### config.mk
export PLATFORM = sky130hd
export DESIGN_NAME = id_ex_stage_flat
export DESIGN_NICKNAME = d
export VERILOG_FILES = /design/src/rtl/id_ex_stage_if.sv /design/src/rtl/id_ex_stage.sv /design/src/flat_wrapper.sv
export SDC_FILE = /design/constraint.sdc
export NUM_CORES = 1
export LEC_CHECK = 0
export CAP_MARGIN = 20
export CORE_ASPECT_RATIO = 0.8
export CORE_MARGIN = 3
export CORE_UTILIZATION = 42
export CTS_CLUSTER_DIAMETER = 200
export CTS_CLUSTER_SIZE = 28
export DETAILED_ROUTE_END_ITERATION = 16
export PLACE_DENSITY = 0.82
export SYNTH_ARGS = -nofsm -noshare
export SYNTH_HDL_FRONTEND = slang
export SYNTH_SLANG_ARGS = --single-unit
### constraint.sdc
create_clock -name clk -period 2.4 [get_ports clk]
set_input_delay 0.36 -clock clk [delete_from_list [all_inputs] [get_ports clk]]
set_output_delay 0.36 -clock clk [all_outputs]
set_load 0.01 [all_outputs]
### src/rtl/id_ex_stage_if.sv
// ID/EX stage bus: decoded ID fields, EX/MEM and MEM/WB forwarding taps, EX-side outputs.
// IDEX_FWD_CNT_EN adds the forwarding-event counters to the bus.
interface id_ex_stage_if #(
    parameter int WIDTH = 32,
    parameter int RA_W  = 5
);
    logic             en;
    logic             flush;
    logic [WIDTH-1:0] id_rs_data;
    logic [WIDTH-1:0] id_rt_data;
    logic [15:0]      id_imm16;
    logic [RA_W-1:0]  id_rs;
    logic [RA_W-1:0]  id_rt;
    logic [RA_W-1:0]  id_waddr;
    logic [2:0]       id_aluctrl;
    logic             id_alusrc;
    logic             id_extop;
    logic             id_regwrite;
    logic             id_memtoreg;
    logic             id_memwrite;

    logic             mem_regwrite;
    logic [RA_W-1:0]  mem_waddr;
    logic [WIDTH-1:0] mem_wdata;
    logic             wb_regwrite;
    logic [RA_W-1:0]  wb_waddr;
    logic [WIDTH-1:0] wb_wdata;

    logic [WIDTH-1:0] ex_a;
    logic [WIDTH-1:0] ex_b;
    logic [2:0]       ex_aluctrl;
    logic [WIDTH-1:0] ex_store_data;
    logic [RA_W-1:0]  ex_rs;
    logic [RA_W-1:0]  ex_rt;
    logic [RA_W-1:0]  ex_waddr;
    logic             ex_regwrite;
    logic             ex_memtoreg;
    logic             ex_memwrite;
    logic             ex_valid;

`ifdef IDEX_FWD_CNT_EN
    logic [31:0]      fwd_mem_cnt;
    logic [31:0]      fwd_wb_cnt;

    modport master (
        output en, flush, id_rs_data, id_rt_data, id_imm16, id_rs, id_rt, id_waddr,
               id_aluctrl, id_alusrc, id_extop, id_regwrite, id_memtoreg, id_memwrite,
               mem_regwrite, mem_waddr, mem_wdata, wb_regwrite, wb_waddr, wb_wdata,
        input  ex_a, ex_b, ex_aluctrl, ex_store_data, ex_rs, ex_rt, ex_waddr,
               ex_regwrite, ex_memtoreg, ex_memwrite, ex_valid, fwd_mem_cnt, fwd_wb_cnt
    );

    modport slave (
        input  en, flush, id_rs_data, id_rt_data, id_imm16, id_rs, id_rt, id_waddr,
               id_aluctrl, id_alusrc, id_extop, id_regwrite, id_memtoreg, id_memwrite,
               mem_regwrite, mem_waddr, mem_wdata, wb_regwrite, wb_waddr, wb_wdata,
        output ex_a, ex_b, ex_aluctrl, ex_store_data, ex_rs, ex_rt, ex_waddr,
               ex_regwrite, ex_memtoreg, ex_memwrite, ex_valid, fwd_mem_cnt, fwd_wb_cnt
    );
`else
    modport master (
        output en, flush, id_rs_data, id_rt_data, id_imm16, id_rs, id_rt, id_waddr,
               id_aluctrl, id_alusrc, id_extop, id_regwrite, id_memtoreg, id_memwrite,
               mem_regwrite, mem_waddr, mem_wdata, wb_regwrite, wb_waddr, wb_wdata,
        input  ex_a, ex_b, ex_aluctrl, ex_store_data, ex_rs, ex_rt, ex_waddr,
               ex_regwrite, ex_memtoreg, ex_memwrite, ex_valid
    );

    modport slave (
        input  en, flush, id_rs_data, id_rt_data, id_imm16, id_rs, id_rt, id_waddr,
               id_aluctrl, id_alusrc, id_extop, id_regwrite, id_memtoreg, id_memwrite,
               mem_regwrite, mem_waddr, mem_wdata, wb_regwrite, wb_waddr, wb_wdata,
        output ex_a, ex_b, ex_aluctrl, ex_store_data, ex_rs, ex_rt, ex_waddr,
               ex_regwrite, ex_memtoreg, ex_memwrite, ex_valid
    );
`endif
endinterface

### src/rtl/id_ex_stage.sv
// ID/EX pipeline register with EX/MEM and MEM/WB operand forwarding and immediate extension.
// Optional: IDEX_FWD_CNT_EN adds saturating forwarding-event counters.
module id_ex_stage #(
    parameter int WIDTH = 32,
    parameter int RA_W  = 5
) (
    input  logic           clk,
    input  logic           reset,
    id_ex_stage_if.slave   bus
);
    logic [WIDTH-1:0] rs_data_q;
    logic [WIDTH-1:0] rt_data_q;
    logic [15:0]      imm_q;
    logic [RA_W-1:0]  rs_q;
    logic [RA_W-1:0]  rt_q;
    logic [RA_W-1:0]  waddr_q;
    logic [2:0]       aluctrl_q;
    logic             alusrc_q;
    logic             extop_q;
    logic             regwrite_q;
    logic             memtoreg_q;
    logic             memwrite_q;
    logic             valid_q;

    logic             mem_hit_a;
    logic             mem_hit_b;
    logic             wb_hit_a;
    logic             wb_hit_b;
    logic [WIDTH-1:0] fa;
    logic [WIDTH-1:0] fb;
    logic [WIDTH-1:0] imm_ext;

    // Register $0 never matches, so a bubble (rs = rt = 0) cannot forward.
    always_comb begin
        mem_hit_a = bus.mem_regwrite && (bus.mem_waddr != '0) && (bus.mem_waddr == rs_q);
        mem_hit_b = bus.mem_regwrite && (bus.mem_waddr != '0) && (bus.mem_waddr == rt_q);
        wb_hit_a  = bus.wb_regwrite  && (bus.wb_waddr  != '0) && (bus.wb_waddr  == rs_q);
        wb_hit_b  = bus.wb_regwrite  && (bus.wb_waddr  != '0) && (bus.wb_waddr  == rt_q);
    end

    always_comb begin
        fa = rs_data_q;
        if (mem_hit_a)
            fa = bus.mem_wdata;
        else if (wb_hit_a)
            fa = bus.wb_wdata;

        fb = rt_data_q;
        if (mem_hit_b)
            fb = bus.mem_wdata;
        else if (wb_hit_b)
            fb = bus.wb_wdata;
    end

    always_comb begin
        if (extop_q)
            imm_ext = {{(WIDTH-16){imm_q[15]}}, imm_q};
        else
            imm_ext = {{(WIDTH-16){1'b0}}, imm_q};
    end

    // A stall re-latches the forwarded operands so a value retiring from WB is not lost.
    always_ff @(posedge clk) begin
        if (reset || bus.flush) begin
            rs_data_q  <= '0;
            rt_data_q  <= '0;
            imm_q      <= '0;
            rs_q       <= '0;
            rt_q       <= '0;
            waddr_q    <= '0;
            aluctrl_q  <= '0;
            alusrc_q   <= 1'b0;
            extop_q    <= 1'b0;
            regwrite_q <= 1'b0;
            memtoreg_q <= 1'b0;
            memwrite_q <= 1'b0;
            valid_q    <= 1'b0;
        end else if (bus.en) begin
            rs_data_q  <= bus.id_rs_data;
            rt_data_q  <= bus.id_rt_data;
            imm_q      <= bus.id_imm16;
            rs_q       <= bus.id_rs;
            rt_q       <= bus.id_rt;
            waddr_q    <= bus.id_waddr;
            aluctrl_q  <= bus.id_aluctrl;
            alusrc_q   <= bus.id_alusrc;
            extop_q    <= bus.id_extop;
            regwrite_q <= bus.id_regwrite;
            memtoreg_q <= bus.id_memtoreg;
            memwrite_q <= bus.id_memwrite;
            valid_q    <= 1'b1;
        end else begin
            rs_data_q  <= fa;
            rt_data_q  <= fb;
        end
    end

    assign bus.ex_a          = fa;
    assign bus.ex_store_data = fb;
    assign bus.ex_b          = alusrc_q ? imm_ext : fb;
    assign bus.ex_aluctrl    = aluctrl_q;
    assign bus.ex_rs         = rs_q;
    assign bus.ex_rt         = rt_q;
    assign bus.ex_waddr      = waddr_q;
    assign bus.ex_regwrite   = regwrite_q;
    assign bus.ex_memtoreg   = memtoreg_q;
    assign bus.ex_memwrite   = memwrite_q;
    assign bus.ex_valid      = valid_q;

`ifdef IDEX_FWD_CNT_EN
    logic [31:0] fwd_mem_cnt_q;
    logic [31:0] fwd_wb_cnt_q;
    logic        cnt_slot;

    // Counts only instructions actually leaving EX (valid and not stalled); flush does not clear.
    assign cnt_slot = valid_q && bus.en;

    always_ff @(posedge clk) begin
        if (reset) begin
            fwd_mem_cnt_q <= '0;
            fwd_wb_cnt_q  <= '0;
        end else if (cnt_slot) begin
            if ((mem_hit_a || mem_hit_b) && (fwd_mem_cnt_q != 32'hFFFF_FFFF))
                fwd_mem_cnt_q <= fwd_mem_cnt_q + 32'd1;
            if (((wb_hit_a && !mem_hit_a) || (wb_hit_b && !mem_hit_b)) &&
                (fwd_wb_cnt_q != 32'hFFFF_FFFF))
                fwd_wb_cnt_q <= fwd_wb_cnt_q + 32'd1;
        end
    end

    assign bus.fwd_mem_cnt = fwd_mem_cnt_q;
    assign bus.fwd_wb_cnt  = fwd_wb_cnt_q;
`endif
endmodule

### src/flat_wrapper.sv
// flat-port wrapper written by rule: the top's interface ports become plain ports
module id_ex_stage_flat 
#(
    parameter int WIDTH = 32,
    parameter int RA_W  = 5
)
  (clk, reset, bus_en, bus_flush, bus_id_rs_data, bus_id_rt_data, bus_id_imm16, bus_id_rs, bus_id_rt, bus_id_waddr, bus_id_aluctrl, bus_id_alusrc, bus_id_extop, bus_id_regwrite, bus_id_memtoreg, bus_id_memwrite, bus_mem_regwrite, bus_mem_waddr, bus_mem_wdata, bus_wb_regwrite, bus_wb_waddr, bus_wb_wdata, bus_ex_a, bus_ex_b, bus_ex_aluctrl, bus_ex_store_data, bus_ex_rs, bus_ex_rt, bus_ex_waddr, bus_ex_regwrite, bus_ex_memtoreg, bus_ex_memwrite, bus_ex_valid);
  id_ex_stage_if #(.WIDTH(WIDTH), .RA_W(RA_W)) bus_i ();
  input  logic clk;
  input  logic reset;
  input wire logic [$bits(bus_i.en)-1:0] bus_en;
  input wire logic [$bits(bus_i.flush)-1:0] bus_flush;
  input wire logic [$bits(bus_i.id_rs_data)-1:0] bus_id_rs_data;
  input wire logic [$bits(bus_i.id_rt_data)-1:0] bus_id_rt_data;
  input wire logic [$bits(bus_i.id_imm16)-1:0] bus_id_imm16;
  input wire logic [$bits(bus_i.id_rs)-1:0] bus_id_rs;
  input wire logic [$bits(bus_i.id_rt)-1:0] bus_id_rt;
  input wire logic [$bits(bus_i.id_waddr)-1:0] bus_id_waddr;
  input wire logic [$bits(bus_i.id_aluctrl)-1:0] bus_id_aluctrl;
  input wire logic [$bits(bus_i.id_alusrc)-1:0] bus_id_alusrc;
  input wire logic [$bits(bus_i.id_extop)-1:0] bus_id_extop;
  input wire logic [$bits(bus_i.id_regwrite)-1:0] bus_id_regwrite;
  input wire logic [$bits(bus_i.id_memtoreg)-1:0] bus_id_memtoreg;
  input wire logic [$bits(bus_i.id_memwrite)-1:0] bus_id_memwrite;
  input wire logic [$bits(bus_i.mem_regwrite)-1:0] bus_mem_regwrite;
  input wire logic [$bits(bus_i.mem_waddr)-1:0] bus_mem_waddr;
  input wire logic [$bits(bus_i.mem_wdata)-1:0] bus_mem_wdata;
  input wire logic [$bits(bus_i.wb_regwrite)-1:0] bus_wb_regwrite;
  input wire logic [$bits(bus_i.wb_waddr)-1:0] bus_wb_waddr;
  input wire logic [$bits(bus_i.wb_wdata)-1:0] bus_wb_wdata;
  output wire logic [$bits(bus_i.ex_a)-1:0] bus_ex_a;
  output wire logic [$bits(bus_i.ex_b)-1:0] bus_ex_b;
  output wire logic [$bits(bus_i.ex_aluctrl)-1:0] bus_ex_aluctrl;
  output wire logic [$bits(bus_i.ex_store_data)-1:0] bus_ex_store_data;
  output wire logic [$bits(bus_i.ex_rs)-1:0] bus_ex_rs;
  output wire logic [$bits(bus_i.ex_rt)-1:0] bus_ex_rt;
  output wire logic [$bits(bus_i.ex_waddr)-1:0] bus_ex_waddr;
  output wire logic [$bits(bus_i.ex_regwrite)-1:0] bus_ex_regwrite;
  output wire logic [$bits(bus_i.ex_memtoreg)-1:0] bus_ex_memtoreg;
  output wire logic [$bits(bus_i.ex_memwrite)-1:0] bus_ex_memwrite;
  output wire logic [$bits(bus_i.ex_valid)-1:0] bus_ex_valid;
  assign bus_i.en = bus_en;
  assign bus_i.flush = bus_flush;
  assign bus_i.id_rs_data = bus_id_rs_data;
  assign bus_i.id_rt_data = bus_id_rt_data;
  assign bus_i.id_imm16 = bus_id_imm16;
  assign bus_i.id_rs = bus_id_rs;
  assign bus_i.id_rt = bus_id_rt;
  assign bus_i.id_waddr = bus_id_waddr;
  assign bus_i.id_aluctrl = bus_id_aluctrl;
  assign bus_i.id_alusrc = bus_id_alusrc;
  assign bus_i.id_extop = bus_id_extop;
  assign bus_i.id_regwrite = bus_id_regwrite;
  assign bus_i.id_memtoreg = bus_id_memtoreg;
  assign bus_i.id_memwrite = bus_id_memwrite;
  assign bus_i.mem_regwrite = bus_mem_regwrite;
  assign bus_i.mem_waddr = bus_mem_waddr;
  assign bus_i.mem_wdata = bus_mem_wdata;
  assign bus_i.wb_regwrite = bus_wb_regwrite;
  assign bus_i.wb_waddr = bus_wb_waddr;
  assign bus_i.wb_wdata = bus_wb_wdata;
  assign bus_ex_a = bus_i.ex_a;
  assign bus_ex_b = bus_i.ex_b;
  assign bus_ex_aluctrl = bus_i.ex_aluctrl;
  assign bus_ex_store_data = bus_i.ex_store_data;
  assign bus_ex_rs = bus_i.ex_rs;
  assign bus_ex_rt = bus_i.ex_rt;
  assign bus_ex_waddr = bus_i.ex_waddr;
  assign bus_ex_regwrite = bus_i.ex_regwrite;
  assign bus_ex_memtoreg = bus_i.ex_memtoreg;
  assign bus_ex_memwrite = bus_i.ex_memwrite;
  assign bus_ex_valid = bus_i.ex_valid;
  id_ex_stage #(.WIDTH(WIDTH), .RA_W(RA_W)) u_core (.clk(clk), .reset(reset), .bus(bus_i));
endmodule
==> impl_summary.md <==
Outcome
The run finished, with violations left. The final reports fail on negative setup slack.

Final layout
The multi-input combinational cells in the finished layout cover a total of 5410 um^2. Of the cells placed in the final design, the portion with a size suffix greater than 1 is 0.436. The number of antenna diodes in the final layout is 0. The sequential cells in the finished layout cover a total of 2100 um^2. The layout overhead on the synthesized area is 107%. The number of fill cells in the layout is 550. The count of placed standard cells in the final layout, fillers left out is 1426. The final layout contains 1420 nets.

The final cell utilization of the core is 0.913.

Logic synthesis
The mapped netlist covers 6450 um^2. After synthesis, the mean cell area works out to 8.01 um^2. The gate count after technology mapping is 806. The total of warnings raised by yosys is 0. Of the post-synthesis cell area, the dominant cell type holds 0.323. The xor and xnor area share after synthesis is 0.0271.

The largest family of logic cells by synthesized area is compound AO/OA/AOI/OAI gates. The net count of the mapped netlist is 989. Of the total synthesized cell area, the portion taken by AND, OR, NAND and NOR gates is 0.192. Measured against the total synthesized area, the mux share comes to 0.110. After synthesis, the cell types taking the most area are sky130_fd_sc_hd__dfxtp_1, sky130_fd_sc_hd__mux2i_1, sky130_fd_sc_hd__o221ai_1.

The synthesized netlist contains 30 unique library cells. The synthesized design contains 104 register bits. The cell taking the most area after synthesis is sky130_fd_sc_hd__dfxtp_1. The compound-gate portion of the synthesized area was 0.269. Of the total synthesized cell area, the portion taken by full adders, half adders and majority gates is 0.

The share of the Yosys chip area taken by registers is 0.323.

Route
The wire length after detailed routing is 40300 um. The remaining antenna violation count after routing is 0. In the final routed layout, each cell accounts on average for 28.2 um.

The first routing iteration left 1194 violations. The via density per instance is 6.70. The total number of vias is 9559. The number of optimization iterations in the first detailed-route pass is 6. The DRC violations left is 0.

Power and ir drop
The net switching share of the total power is 0.328. The total power per unit cell area is 372 nW/um^2. Of the total power, combinational logic draws 0.324. Of the total power, the clock network draws 0.309. Summed over all nets, the switching power comes to 1630 uW. IR analysis of the VDD net gives a maximum drop of 405 uV.

The power share of the sequential group is 0.367. Internal power comes to 3340 uW. Summed over all cells, the static leakage comes to 0.00533 uW.

Global route
The number of antenna violations at the first check in global routing is 1. Across every metal layer, demand over resource in global routing totals 0.386. After global routing, the most crowded layer is met2. For met2 alone, demand over resource in global routing was 0.637. The via count of the first global-routing pass is 8966.

The remaining global-route overflow is 0. The first global-routing pass estimated 50400 um of wire. The pin count of the biggest net entering global routing is 69. In the global route stage, met1 resource usage came out at 0.488. In the global route stage, met3 resource usage came out at 0.0959.

Timing
In this run the tightest slew margin relative to its limit is 0.631. Timing would allow up to 344 MHz. The setup violation total in the final timing report is 98. The ratio of final minimum period to clock period is 1.21.

The slack of the critical path is -504 ps. The final hold violation count came to 0. The final max-slew violation count came to 0. For the pin with the worst max-slew slack, the measured transition is 554 ps. Setup repair after global routing could not meet its margin everywhere. The final-layout setup total negative slack is -25770 ps. The worst clock skew on the final layout is 9.49 ps.

The minimum clock period is 2900 ps.

Floorplan
Measured along the x axis, the die boundary spans 145 um. The die area is 16900 um^2. The initial core utilization is 0.441. 301 I/O pins were placed. In this run the standard cell core region covers 14600 um^2.

The vertical extent of the die is 117 um. After floorplanning, the core was divided into 39 placement rows.

Place
The port buffer count is 300. The post-detailed-placement half-perimeter wirelength is 19000 um. The congestion estimate from routability-driven global placement came to 0.926.

The number of placed instances with taps included is 1287.

Setup path
The cell type with the highest occurrence count on the critical path is sky130_fd_sc_hd__buf_4. Walking the worst path, the cells encountered are xor2_1, nor3_1, buf_4, nand4_4, buf_6, buf_12, buf_4, buf_6, mux2i_4, a21oi_2, buf_4. STA classifies the critical path startpoint as a register. The highest cell delay on the worst timing path is 340 ps.

Data arrives at the worst endpoint at 2540 ps. In this run the register-to-register setup slack is -30 ps. The cell with the largest stage delay on the worst path is sky130_fd_sc_hd__dfxtp_2.

For the worst flop-to-flop path, the logic depth is 10. The type of destination of the critical path is a primary output. Broken down by cell family, the worst path's largest delay share belongs to buffers and inverters. Of all nets on the critical path, the largest fanout is 5. The endpoint identified for the worst register-to-register timing path is u_core.rs_data_q[8]$_SDFF_PP0_.

The number of buffers and inverters on the critical path is 6. In this run the worst setup path terminates at bus_ex_a[7]. The class of the most critical setup path is reg -> out. In this run the critical register-to-register path is launched from u_core.bus.ex_rs[3]$_SDFFE_PP0P_. The source of the critical timing path is u_core.bus.ex_rs[1]$_SDFFE_PP0P_. Counting buffers and inverters, the worst setup path is 11 cells deep. The required time of the critical path is 2040 ps.

Worst hold path
The type of the most critical hold path is reg -> reg.

CTS
In this run, post-CTS hold repair placed 0 buffers. The maximum level of the CTS H-tree is 3. The clock net sink count is 104. The clock transition at the registers of the reported paths is 90 ps. The total clock buffers created by CTS is 9. The clock latency on the worst-skew pair is 350 ps. TritonCTS built the clock tree.

The longest clock path from root to sink contains 2 buffers. The tree is rooted in a sky130_fd_sc_hd__clkbuf_16.

Flow run
The number of violations of the max-capacitance limit is 0.
## worst min-delay path, stage by stage (launching register included)
cell,delay (ps)
sky130_fd_sc_hd__dfxtp_1,340
sky130_fd_sc_hd__mux2i_1,70
sky130_fd_sc_hd__nor2_1,70
## stage by stage
stage	instance area (um^2)	total power, uW	hold WS, ps	setup slack (ps)
after floorplan	6450	2300	461	86.9
after global placement	10200	3020	446	-979
after detailed placement	10200	3040	460	-986
after CTS	12500	4680	476	-361
after global routing	13400	5070	540	-536
final	13400	4970	507	-504
## flip-flops by register name, indices dropped and copies added, names as in the netlist
signal,cells
u_core.bus.ex_regwrite,1
u_core.bus.ex_valid,1
u_core.extop_q,1
u_core.bus.ex_aluctrl,3
u_core.rs_data_q,32
u_core.alusrc_q,1
u_core.bus.ex_memwrite,1
u_core.imm_q,16
u_core.bus.ex_rs,5
u_core.bus.ex_memtoreg,1
u_core.bus.ex_rt,5
u_core.rt_data_q,32
u_core.bus.ex_waddr,5
## layout make-up
class	count	share of cell area
Tap cell	184	0.0172
Clock inverter	6	0.00374
Sequential cell	104	0.157
Clock buffer	10	0.0179
Multi-Input combinational cell	585	0.405
Inverter	32	0.00899
Timing Repair Buffer	505	0.390
## Yosys cell counts, drive strengths merged
master and n:
o31ai 32, or4 3, a211oi 32, xnor2 10, o221ai 64, o21a 1, nor3 2, nor2 140
and3 1, o211a 1, a21oi 64, inv 32, clkbuf 53, and2 1, and4 1, mux2i 71
xor2 10, nand2 19, a31oi 32, o21ai 1, nand3 66, nand3b 32, buf 32, or2 1
nand4 1, dfxtp 104
## cell usage in the layout (no fill, tap or decap), types with 26 or more instances in the layout
master	netlist	routed
sky130_fd_sc_hd__inv_1	32	32
sky130_fd_sc_hd__nor2_4	0	32
sky130_fd_sc_hd__buf_2	20	93
sky130_fd_sc_hd__nand3b_1	32	32
sky130_fd_sc_hd__a31oi_4	0	26
sky130_fd_sc_hd__clkdlybuf4s50_1	0	193
sky130_fd_sc_hd__a21oi_1	64	41
sky130_fd_sc_hd__buf_4	3	94
sky130_fd_sc_hd__o221ai_1	64	64
sky130_fd_sc_hd__nand3_1	66	66
sky130_fd_sc_hd__buf_6	5	46
sky130_fd_sc_hd__buf_12	0	44
sky130_fd_sc_hd__mux2i_1	71	45
sky130_fd_sc_hd__dfxtp_1	104	94
sky130_fd_sc_hd__nor2_1	140	86
sky130_fd_sc_hd__a211oi_4	0	31
## cells by family after synthesis
| logic type | Yosys count |
|---|---|
| mux | 71 |
| compound gates | 227 |
| xor+xnor | 20 |
| buf+inv | 117 |
| flops | 104 |
| simple gates | 267 |
## worst min path at each step
stage                     cells past startpoint                                 from                                   to  slack (ps)
final                                         2  u_core.bus.ex_waddr[1]$_SDFFE_PP0P_  u_core.bus.ex_waddr[1]$_SDFFE_PP0P_         510
after global routing                          2         u_core.imm_q[0]$_SDFFE_PP0P_         u_core.imm_q[0]$_SDFFE_PP0P_         540
after CTS                                     2     u_core.bus.ex_valid$_SDFFE_PP0P_     u_core.bus.ex_valid$_SDFFE_PP0P_         480
after detailed placement                      2     u_core.bus.ex_valid$_SDFFE_PP0P_     u_core.bus.ex_valid$_SDFFE_PP0P_         460
after global placement                        2     u_core.bus.ex_valid$_SDFFE_PP0P_     u_core.bus.ex_valid$_SDFFE_PP0P_         450
after floorplan                               2         u_core.imm_q[0]$_SDFFE_PP0P_         u_core.imm_q[0]$_SDFFE_PP0P_         460
## power groups by stage
| stage | combinational [uW] | clock [uW] | sequential [uW] |
|---|---|---|---|
| after global placement | 1170 | 0 | 1850 |
| after detailed placement | 1190 | 0 | 1850 |
| after floorplan | 451 | 0 | 1850 |
| after CTS | 1380 | 1480 | 1810 |
| final | 1610 | 1530 | 1830 |
| after global routing | 1660 | 1580 | 1830 |
## metal layers
metal / wire, um / vias up
met1: 14100 / 4570
met2: 18500 / 909
met3: 5170 / 251
met4: 2450 / 2
met5: 8 / -
li1: - / 3827
## repair_timing
action / CTS / global route
gates cloned: 18 / 3
endpoints found under the setup margin: 128 / 144
buffers inserted: 78 / 35
gates resized for setup: 691 / 142
hold endpoints to repair: 0 / 0
pin swaps: 97 / 74
No activity file was read; power rests on OpenSTA's default activity.
==> variant: new RTL, same flow settings <==
`WIDTH` is set to 32 in 3 places; all go to 36.
--- a/src/rtl/id_ex_stage_if.sv
+++ b/src/rtl/id_ex_stage_if.sv
@@ -1,7 +1,7 @@
 // ID/EX stage bus: decoded ID fields, EX/MEM and MEM/WB forwarding taps, EX-side outputs.
 // IDEX_FWD_CNT_EN adds the forwarding-event counters to the bus.
 interface id_ex_stage_if #(
-    parameter int WIDTH = 32,
+    parameter int WIDTH = 36,
     parameter int RA_W  = 5
 );
     logic             en;
--- a/src/rtl/id_ex_stage.sv
+++ b/src/rtl/id_ex_stage.sv
@@ -1,7 +1,7 @@
 // ID/EX pipeline register with EX/MEM and MEM/WB operand forwarding and immediate extension.
 // Optional: IDEX_FWD_CNT_EN adds saturating forwarding-event counters.
 module id_ex_stage #(
-    parameter int WIDTH = 32,
+    parameter int WIDTH = 36,
     parameter int RA_W  = 5
 ) (
     input  logic           clk,
--- a/src/flat_wrapper.sv
+++ b/src/flat_wrapper.sv
@@ -1,7 +1,7 @@
 // flat-port wrapper written by rule: the top's interface ports become plain ports
 module id_ex_stage_flat 
 #(
-    parameter int WIDTH = 32,
+    parameter int WIDTH = 36,
     parameter int RA_W  = 5
 )
   (clk, reset, bus_en, bus_flush, bus_id_rs_data, bus_id_rt_data, bus_id_imm16, bus_id_rs, bus_id_rt, bus_id_waddr, bus_id_aluctrl, bus_id_alusrc, bus_id_extop, bus_id_regwrite, bus_id_memtoreg, bus_id_memwrite, bus_mem_regwrite, bus_mem_waddr, bus_mem_wdata, bus_wb_regwrite, bus_wb_waddr, bus_wb_wdata, bus_ex_a, bus_ex_b, bus_ex_aluctrl, bus_ex_store_data, bus_ex_rs, bus_ex_rt, bus_ex_waddr, bus_ex_regwrite, bus_ex_memtoreg, bus_ex_memwrite, bus_ex_valid);
Interface: changed (7 resized); port bits go from 301 to 329. The function was not compared with the original's and may differ.
==> variant against the unedited design <==
The flow now stops in 5_1_grt. Area after synthesis increased by 11%.
==> variant: results (changes against the unedited design) <==
io_buffers: 328  # was 300
synth.distinct_cells: 35  # was 30
syn-num-nets: 1079  # was 989
synth.top_cells.by_area: "dfxtp_1 (31%), mux2i_1 (11%), nor2_1 (8.0%), o221ai_1 (8.0%), a211oi_2 (6.0%)"  # was dfxtp_1 (32%), mux2i_1 (11%), o221ai_1 (8.7%), nor2_1 (8.1%), a211oi_2 (5.8%)
dp.cells: 1439  # was 1287
grtUsageTotal_pct: 80.74
worst_endpoint_kind: "output port"
synth_seq_cells: 112  # was 104
gp_congestion: 0.8990  # was 0.9260
grt_overflow: 48
failed_stage: "5_1_grt"
root_buffer: "clkbuf_16"  # unchanged
yosysSeqAreaShare_pct: 31.42  # was 32.25%
repair-timing-grt-worst-ep: "bus_ex_b[29]"
dpl.hpwl_um: 21020  # was 19040 um
async_flop_share_pct: 0  # unchanged
yosys-top-cells-count: "nor2_1 (152), dfxtp_1 (112), mux2i_1 (75), nand3_1 (74), a21oi_1 (72)"  # was nor2_1 (140), dfxtp_1 (104), mux2i_1 (71), nand3_1 (66)
cts_made_buffers: 9  # unchanged
firstError: "[ERROR GRT-0232] Routing congestion too high. Check the congestion heatmap in the GUI."
clockBufferDepth: 2  # unchanged
status: "did not finish"  # was finished, violations left
ys.flop_type: "dfxtp_1"  # unchanged
grt_max_degree: 81
yosys_warnings: 0  # unchanged
dp_slack_ns: -1.025  # was -0.9864 ns
cts.htree.levels: 3  # unchanged
avgSynthCellArea_um2: 8.109  # was 8.009 um2
antenna_found_initial: 14
synth-edff-count: 0  # unchanged
variant: cell types whose count changed after synthesis, moves of 4 or more:
cell and delta:
a211oi_2 +4, a21oi_1 +8, a31oi_1 +4, dfxtp_1 +8, inv_1 +4, mux2i_1 +4, nand3_1 +8, nand3b_1 +4
nor2_1 +12, o221ai_2 +7, o31ai_1 +4
variant: cells by family after synthesis:
kind of cell	count (synthesis)	share of synthesized area, %
xor+xnor	20	2.455
simple gates	291	19.10
flops	112	31.42
compound gates	255	27.93
mux	75	10.52
buf+inv	127	8.574
variant: timing repair:
item,in CTS
hold endpoints to repair,0
gates resized for setup,702
setup endpoints to repair,108
buffers inserted,112
cloned,25
pin swaps,92
variant: layer usage:
layer	GRT overflow	GRT usage, %
met5	0	40.00
met4	27	78.28
met3	2	73.57
met2	17	91.09
met1	2	80.99
variant: per-stage QoR:
step	area [um2]	hold WS, ns
floorplan	7136	0.4607
global placement	11270	0.4542
detailed placement	11270	0.4641
CTS	14210	0.3194
